**src/rtl/gray_counter_gen.sv**
```systemverilog
// rtl/gray_counter_gen.sv - parametrised up/down counter with registered binary and gray outputs
module gray_counter_gen #(
  parameter int WIDTH    = 4,
  parameter bit SATURATE = 1'b0
) (
  input  logic             clk,
  input  logic             rst,
  input  logic             en,
  input  logic             up_dn,
  input  logic             load,
  input  logic             load_gray,
  input  logic [WIDTH-1:0] load_val,
  output logic [WIDTH-1:0] bin_count,
  output logic [WIDTH-1:0] gray_count,
  output logic             tc,
  output logic             wrap,
  output logic             sat
);

  localparam logic [WIDTH-1:0] MAX  = '1;
  localparam logic [WIDTH-1:0] ZERO = '0;
  localparam logic [WIDTH-1:0] ONE  = {{(WIDTH-1){1'b0}}, 1'b1};

  logic [WIDTH-1:0] r_bin;
  logic [WIDTH-1:0] r_gray;
  logic             r_wrap;
  logic             r_sat;

  logic [WIDTH-1:0] w_load_bin;
  logic [WIDTH-1:0] w_next_bin;
  logic [WIDTH-1:0] w_next_gray;
  logic             w_next_wrap;
  logic             w_next_sat;

  // Gray to binary: each binary bit is the XOR of all gray bits at or above it.
  function automatic logic [WIDTH-1:0] gray2bin(input logic [WIDTH-1:0] g);
    logic [WIDTH-1:0] b;
    b[WIDTH-1] = g[WIDTH-1];
    for (int i = WIDTH - 2; i >= 0; i--) begin
      b[i] = b[i+1] ^ g[i];
    end
    return b;
  endfunction

  assign w_load_bin = load_gray ? gray2bin(load_val) : load_val;

  // Next-state selection: load beats count; limits either wrap or hold.
  always_comb begin
    w_next_bin  = r_bin;
    w_next_wrap = 1'b0;
    w_next_sat  = 1'b0;
    if (load) begin
      w_next_bin = w_load_bin;
    end else if (en) begin
      if (up_dn) begin
        if (r_bin == MAX) begin
          if (SATURATE) begin
            w_next_sat = 1'b1;
          end else begin
            w_next_bin  = ZERO;
            w_next_wrap = 1'b1;
          end
        end else begin
          w_next_bin = r_bin + ONE;
        end
      end else begin
        if (r_bin == ZERO) begin
          if (SATURATE) begin
            w_next_sat = 1'b1;
          end else begin
            w_next_bin  = MAX;
            w_next_wrap = 1'b1;
          end
        end else begin
          w_next_bin = r_bin - ONE;
        end
      end
    end
  end

  // Gray is derived from the next binary value so both registers agree every cycle.
  assign w_next_gray = w_next_bin ^ (w_next_bin >> 1);

  // State registers with synchronous active-low reset.
  always_ff @(posedge clk) begin
    if (!rst) begin
      r_bin  <= ZERO;
      r_gray <= ZERO;
      r_wrap <= 1'b0;
      r_sat  <= 1'b0;
    end else begin
      r_bin  <= w_next_bin;
      r_gray <= w_next_gray;
      r_wrap <= w_next_wrap;
      r_sat  <= w_next_sat;
    end
  end

  assign bin_count  = r_bin;
  assign gray_count = r_gray;
  assign wrap       = r_wrap;
  assign sat        = r_sat;
  assign tc         = up_dn ? (r_bin == MAX) : (r_bin == ZERO);

endmodule

```
**config.mk**
```make
export PLATFORM = sky130hd
export DESIGN_NAME = gray_counter_gen
export DESIGN_NICKNAME = d
export VERILOG_FILES = /design/src/rtl/gray_counter_gen.sv
export SDC_FILE = /design/constraint.sdc
export NUM_CORES = 1
export LEC_CHECK = 0
export CORE_MARGIN = 4
export CORE_UTILIZATION = 38
export CTS_BUF_LIST = sky130_fd_sc_hd__clkbuf_16
export CTS_CLUSTER_DIAMETER = 60
export DETAILED_ROUTE_END_ITERATION = 12
export HOLD_SLACK_MARGIN = 0.02
export PLACE_DENSITY = 0.73
export SYNTH_ARGS = -nofsm -noshare
export SYNTH_HDL_FRONTEND = slang
export SYNTH_SLANG_ARGS = --single-unit
```
**constraint.sdc**
```tcl
create_clock -name clk -period 2 [get_ports clk]
set_input_delay 0.5 -clock clk [delete_from_list [all_inputs] [get_ports clk]]
set_output_delay 0.5 -clock clk [all_outputs]
set_load 0.005 [all_outputs]
```
# ---- After elaboration in Yosys (flattened, before gate mapping)
# Cells that the tools add are included.
dict set report totals {
  reg_bits 9
  latch_bits 0
  ram_bits 0
  rom_bits 0
  output_inout_bits 11
  memories 0
}
dict set report op_classes {
  n_addsub 2
  n_mul 0
  div 0
  order_cmp 0
  eq_ne 1
  shift 0
  n_mux 10
  n_bitwise 6
  n_reduce_logical 2
}
# cell n
set op_table {}
lappend op_table {{$mux 4} 5}
lappend op_table {{$add 4x1->4 const B} 1}
lappend op_table {{$eq 4x4->1 const B} 1}
lappend op_table {{$logic_not 4->1} 1}
lappend op_table {{$mux 1} 4}
lappend op_table {{$sub 4x1->4 const B} 1}
lappend op_table {{$xor 4x3->4} 1}
lappend op_table {{$mux 3} 1}
lappend op_table {{$reduce_or 3->1} 1}
lappend op_table {{$xor 1x1->1} 3}
lappend op_table {{$not 1->1} 2}

# ---- Longest topological paths before layout
dict set report logic_depth {
  ltp_word 6
  ltp_mapped 7
  ltp_nobuf 7
}

# ---- Least setup slack after synthesis
# Ideal clock, no wire load.
dict set report synth_timing {
  kind {in2reg}
  from {in up_dn}
  to {reg r_gray[0], in the netlist gray_count[0]}
  setup_time_ns 0.121
  arrival_time_ns 1.919
  t_required_ns 1.879
  path_slack_ns -0.039
  path_stages 6
  n_path_buf 1
  path_cell_list {buf_4 -> or3b_2 -> a221oi_1 -> a211oi_1 -> a21oi_1 -> mux2_2}
}
dict set report synth_between {
  elab_chain_cells 4
}
# element line_no
set synth_rtl {}
lappend synth_rtl {{start, declared} 9} ;# input logic up_dn,
lappend synth_rtl {{$mux 4} 55} ;# if (up_dn) begin
lappend synth_rtl {{$mux 4} 54} ;# end else if (en) begin
lappend synth_rtl {{$mux 4} 52} ;# if (load) begin
lappend synth_rtl {{$xor 4x3->4} 82} ;# assign w_next_gray = w_next_bin ^ (w_next_bin >> 1);
lappend synth_rtl {{end signal, assigned} 93} ;# r_gray <= w_next_gray;
lappend synth_rtl {{end, declared} 25} ;# logic [WIDTH-1:0] r_gray;
# No other way between the ends.
# A chain may end at the register's enable or synchronous reset.

# ---- Worst setup path after layout
dict set report layout_timing {
  from {reg r_bin[0], in the netlist bin_count[0]}
  to {out tc}
}
dict set report layout_between {
  elab_chain_cells 2
  elab_cells_between_ends 3
  cone_classes {1 x eq/ne; 1 x mux; 1 x reduce/logical}
}
# element line_no
set layout_rtl {}
lappend layout_rtl {{start, declared} 24} ;# logic [WIDTH-1:0] r_bin;
lappend layout_rtl {{start signal, assigned} 92} ;# r_bin <= w_next_bin;
lappend layout_rtl {{$eq 4x4->1 or $logic_not 4->1 (tied branches)} 103} ;# assign tc = up_dn ? (r_bin == MAX) : (r_bin == ZERO);
lappend layout_rtl {{$mux 1 (*)} 103}
lappend layout_rtl {{end, declared} 15} ;# output logic tc,
# Mark *: on every way between the ends. The rest lies on a longest branch, timed or not.

==> results_dict.tcl <==
set metrics [dict create \
    core_area_sq_um 1370 \
    finalHoldViolCount 0 \
    synth_top_cell_area_share 0.279 \
    route.met2.wl_um 728 \
    grt_pass1_vias 517 \
    gp_congestion 0.757 \
    via_per_inst 5.15 \
    layout_commonest_cell "clkdlybuf4s50_1" \
    drv_cap 0 \
    ys_seq_area_frac 0.279 \
    io_pins 21 \
    critPathMaxStageDelay_ps 400 \
    clk_pin_slew_ps 40 \
    drive_gt1_frac 0.373 \
    wl_met1_um 561 \
    outcome "finished clean" \
    hold_path_class "flop to flop" \
    min-delay-start "bin_count[2]" \
    r2r-end "gray_count[2]" \
    rr_startpoint "bin_count[0]" \
    path_cells "inv_1, ha_2, or3b_4, o21ai_2, buf_2" \
    multiInputGateArea_sq_um 424 \
    fin_crit_ps 1920 \
    cts.htree.levels 1 \
    reg2reg_slack_ps 110 \
    syn_nets 81 \
    slew_violations 0 \
    start_util 0.419 \
    cts_sinks 8 \
    grt_pass1_wl_um 2050 \
    whs_path_depth 3 \
    syn_area_per_cell_sq_um 8.31 \
    highest_layer "met3" \
    final_cell_mix "clkdlybuf4s50_1 (17), buf_4 (15), dfxtp_1 (7), inv_1 (6), nor2_1 (6)" \
    yosys-top-cells-area "dfxtp_1 (28%), xnor2_1 (6.1%), mux2_2 (5.9%)" \
    synthAdderAreaFrac 0.0437 \
    reg2reg_depth 8 \
    num-fill-cells 102 \
    required_ps 1500 \
    synth_xor_area_frac 0.0611 \
    ant_nets 0 \
    cts_tree "built" \
    place_hpwl_um 1070 \
    synth_simple_gate_area_frac 0.216 \
    criticalPathCategory "flop to output port" \
    die_w_um 46.8 \
    clock_path_buffers 2 \
    place_ws_ps -606 \
    drtIter0Drc 7 \
    switching_share 0.234 \
    cp_data_arrival_time_ps 1420 \
    postCtsSetupBuffers 0 \
    rows 13 \
    skew_ps 2.16 \
    vdd_drop_max_v 0.000511 \
    die_area_sq_um 2190 \
    syn_inst 69 \
    wl_per_cell_um 11.8 \
    vias 603 \
    powerDensity_nw_per_um2 744 \
    first_pass_iters 4 \
    pwr-share-seq 0.251 \
    clkPwrFrac 0.447 \
    postCtsHoldBufs 0 \
    regArea_sq_um 161 \
    die_y_um 46.8 \
    clk_latency_ps 230 \
    syn_to_final_growth_pct 74.2 \
    synth_compound_area_frac 0.225 \
    cts_buffers 3 \
    start_kind "flop" \
    grt_max_degree 11 \
    p_comb_frac 0.302 \
    critPathCaptureType "output port" \
    crit_path_max_fanout 2 \
    slowest_stage "or3b_4" \
    ys_ff_latch 8 \
    clockRootBuffer "clkbuf_16" \
    overflow 0 \
    drc 0 \
    power.net_switching_w 0.000174 \
    synth.distinct_cells 31 \
    muxShareOfSynthArea 0.0764 \
    antenna_found_initial 0 \
    tns_ps 0 \
    grt_use_total 0.127 \
    finalCritPeriodShare 0.961 \
    min_to "wrap" \
    setup_violations 0 \
    antenna_cells 0 \
    port_buffers 19 \
    synth_area_leader_cell "dfxtp_1" \
    timing.fmax_mhz 521 \
    wl_um 1380 \
    wl_met3_um 93 \
    postLayoutSetupSlackWorst_ps 78.9 \
    fin_util 0.731 \
    internal-power_w 0.000569 \
    synth_area_sq_um 573 \
    p_leak_nw 0.416 \
    synth_warnings 0 \
    finalNetCount 116 \
    synth_top_family_by_area "compound AO/OA/AOI/OAI gates" \
]
-- power by group through the flow --
stage               combinational (W)  sequential [W]  clock, W
floorplan                   0.0000927        0.000196         0
global placement             0.000203        0.000188         0
detailed placement           0.000206        0.000188         0
CTS                          0.000213        0.000186  0.000339
global route                 0.000244        0.000189  0.000352
finish                       0.000224        0.000187  0.000332
-- synth_stat cells --
cell type / number
a21o_1: 1
o21ai_0: 3
buf_4: 4
or2_2: 1
a31oi_1: 2
a221oi_1: 1
nand3_1: 4
or4_1: 1
nand2b_1: 1
a311oi_1: 1
and2_1: 2
mux2_2: 3
or2b_2: 1
nand2_1: 1
nor3b_1: 2
a211oi_1: 4
ha_1: 2
nor2_1: 6
o31a_2: 1
dfxtp_1: 8
conb_1: 1
mux2i_1: 1
a211o_2: 1
a21oi_1: 2
inv_1: 6
xnor2_1: 4
nand4_1: 1
o21bai_1: 1
or3b_2: 1
nor2b_1: 1
a31o_2: 1
-- worst max-delay path: cells and delay by family (launching register included) --
kind	cells	cell delay, ps
AO/OA/AOI/OAI	1	130
AND/OR/NAND/NOR	1	400
buffers and inverters	2	200
adder cells (fa/ha/maj)	1	170
flip-flops	1	300
-- timing repair --
item	CTS	global route
gates resized for setup	11	7
setup endpoints to repair	4	2
endpoints found under the hold margin	0	0
pin swaps	3	3
-- flip-flops by register name, indices dropped and copies added (netlist names) --
name,flops
gray_count,3
wrap,1
bin_count,4
-- routing by layer --
layer	track usage	up-vias
met5	0	-
met3	0.0345	0
li1	-	314
met4	0.0166	0
met1	0.149	271
met2	0.236	18
-- through the flow --
| step | hold WS [ps] | total power [W] | instance area [sq um] | cells |
|---|---|---|---|---|
| floorplan | 622 | 0.000289 | 579 | 69 |
| global placement | 704 | 0.000391 | 878 | 115 |
| detailed placement | 710 | 0.000394 | 878 | 115 |
| CTS | 681 | 0.000738 | 966 | 118 |
| global route | 756 | 0.000785 | 998 | 117 |
| finish | 697 | 0.000743 | 998 | 117 |
-- cells by family (layout without fill, tap and decap cells) --
kind of cell    Yosys count  count (layout)
compound gates           18              18
mux                       4               4
fa+ha+maj                 2               2
simple gates             22              22
other cells               1               1
xor+xnor                  4               4
buf+inv                  10              43
flops                     8               8
-- worst max path at each step --
stage	slack, ps	to	from	cells after the start
floorplan	0.1	gray_count[0]	up_dn	6
global placement	-590	tc	up_dn	4
detailed placement	-610	tc	up_dn	4
CTS	20	gray_count[0]	up_dn	7
global route	-20	gray_count[0]	load_val[2]	6
finish	80	tc	bin_count[0]	5
-- layout make-up --
class                           count  share of cell area
Sequential cell                     8               0.162
Inverter                            6              0.0226
Tap cell                           15              0.0188
Multi-Input combinational cell     51               0.425
Clock buffer                        3              0.0752
Timing Repair Buffer               34               0.297
Power figures use the tool's default switching activity.
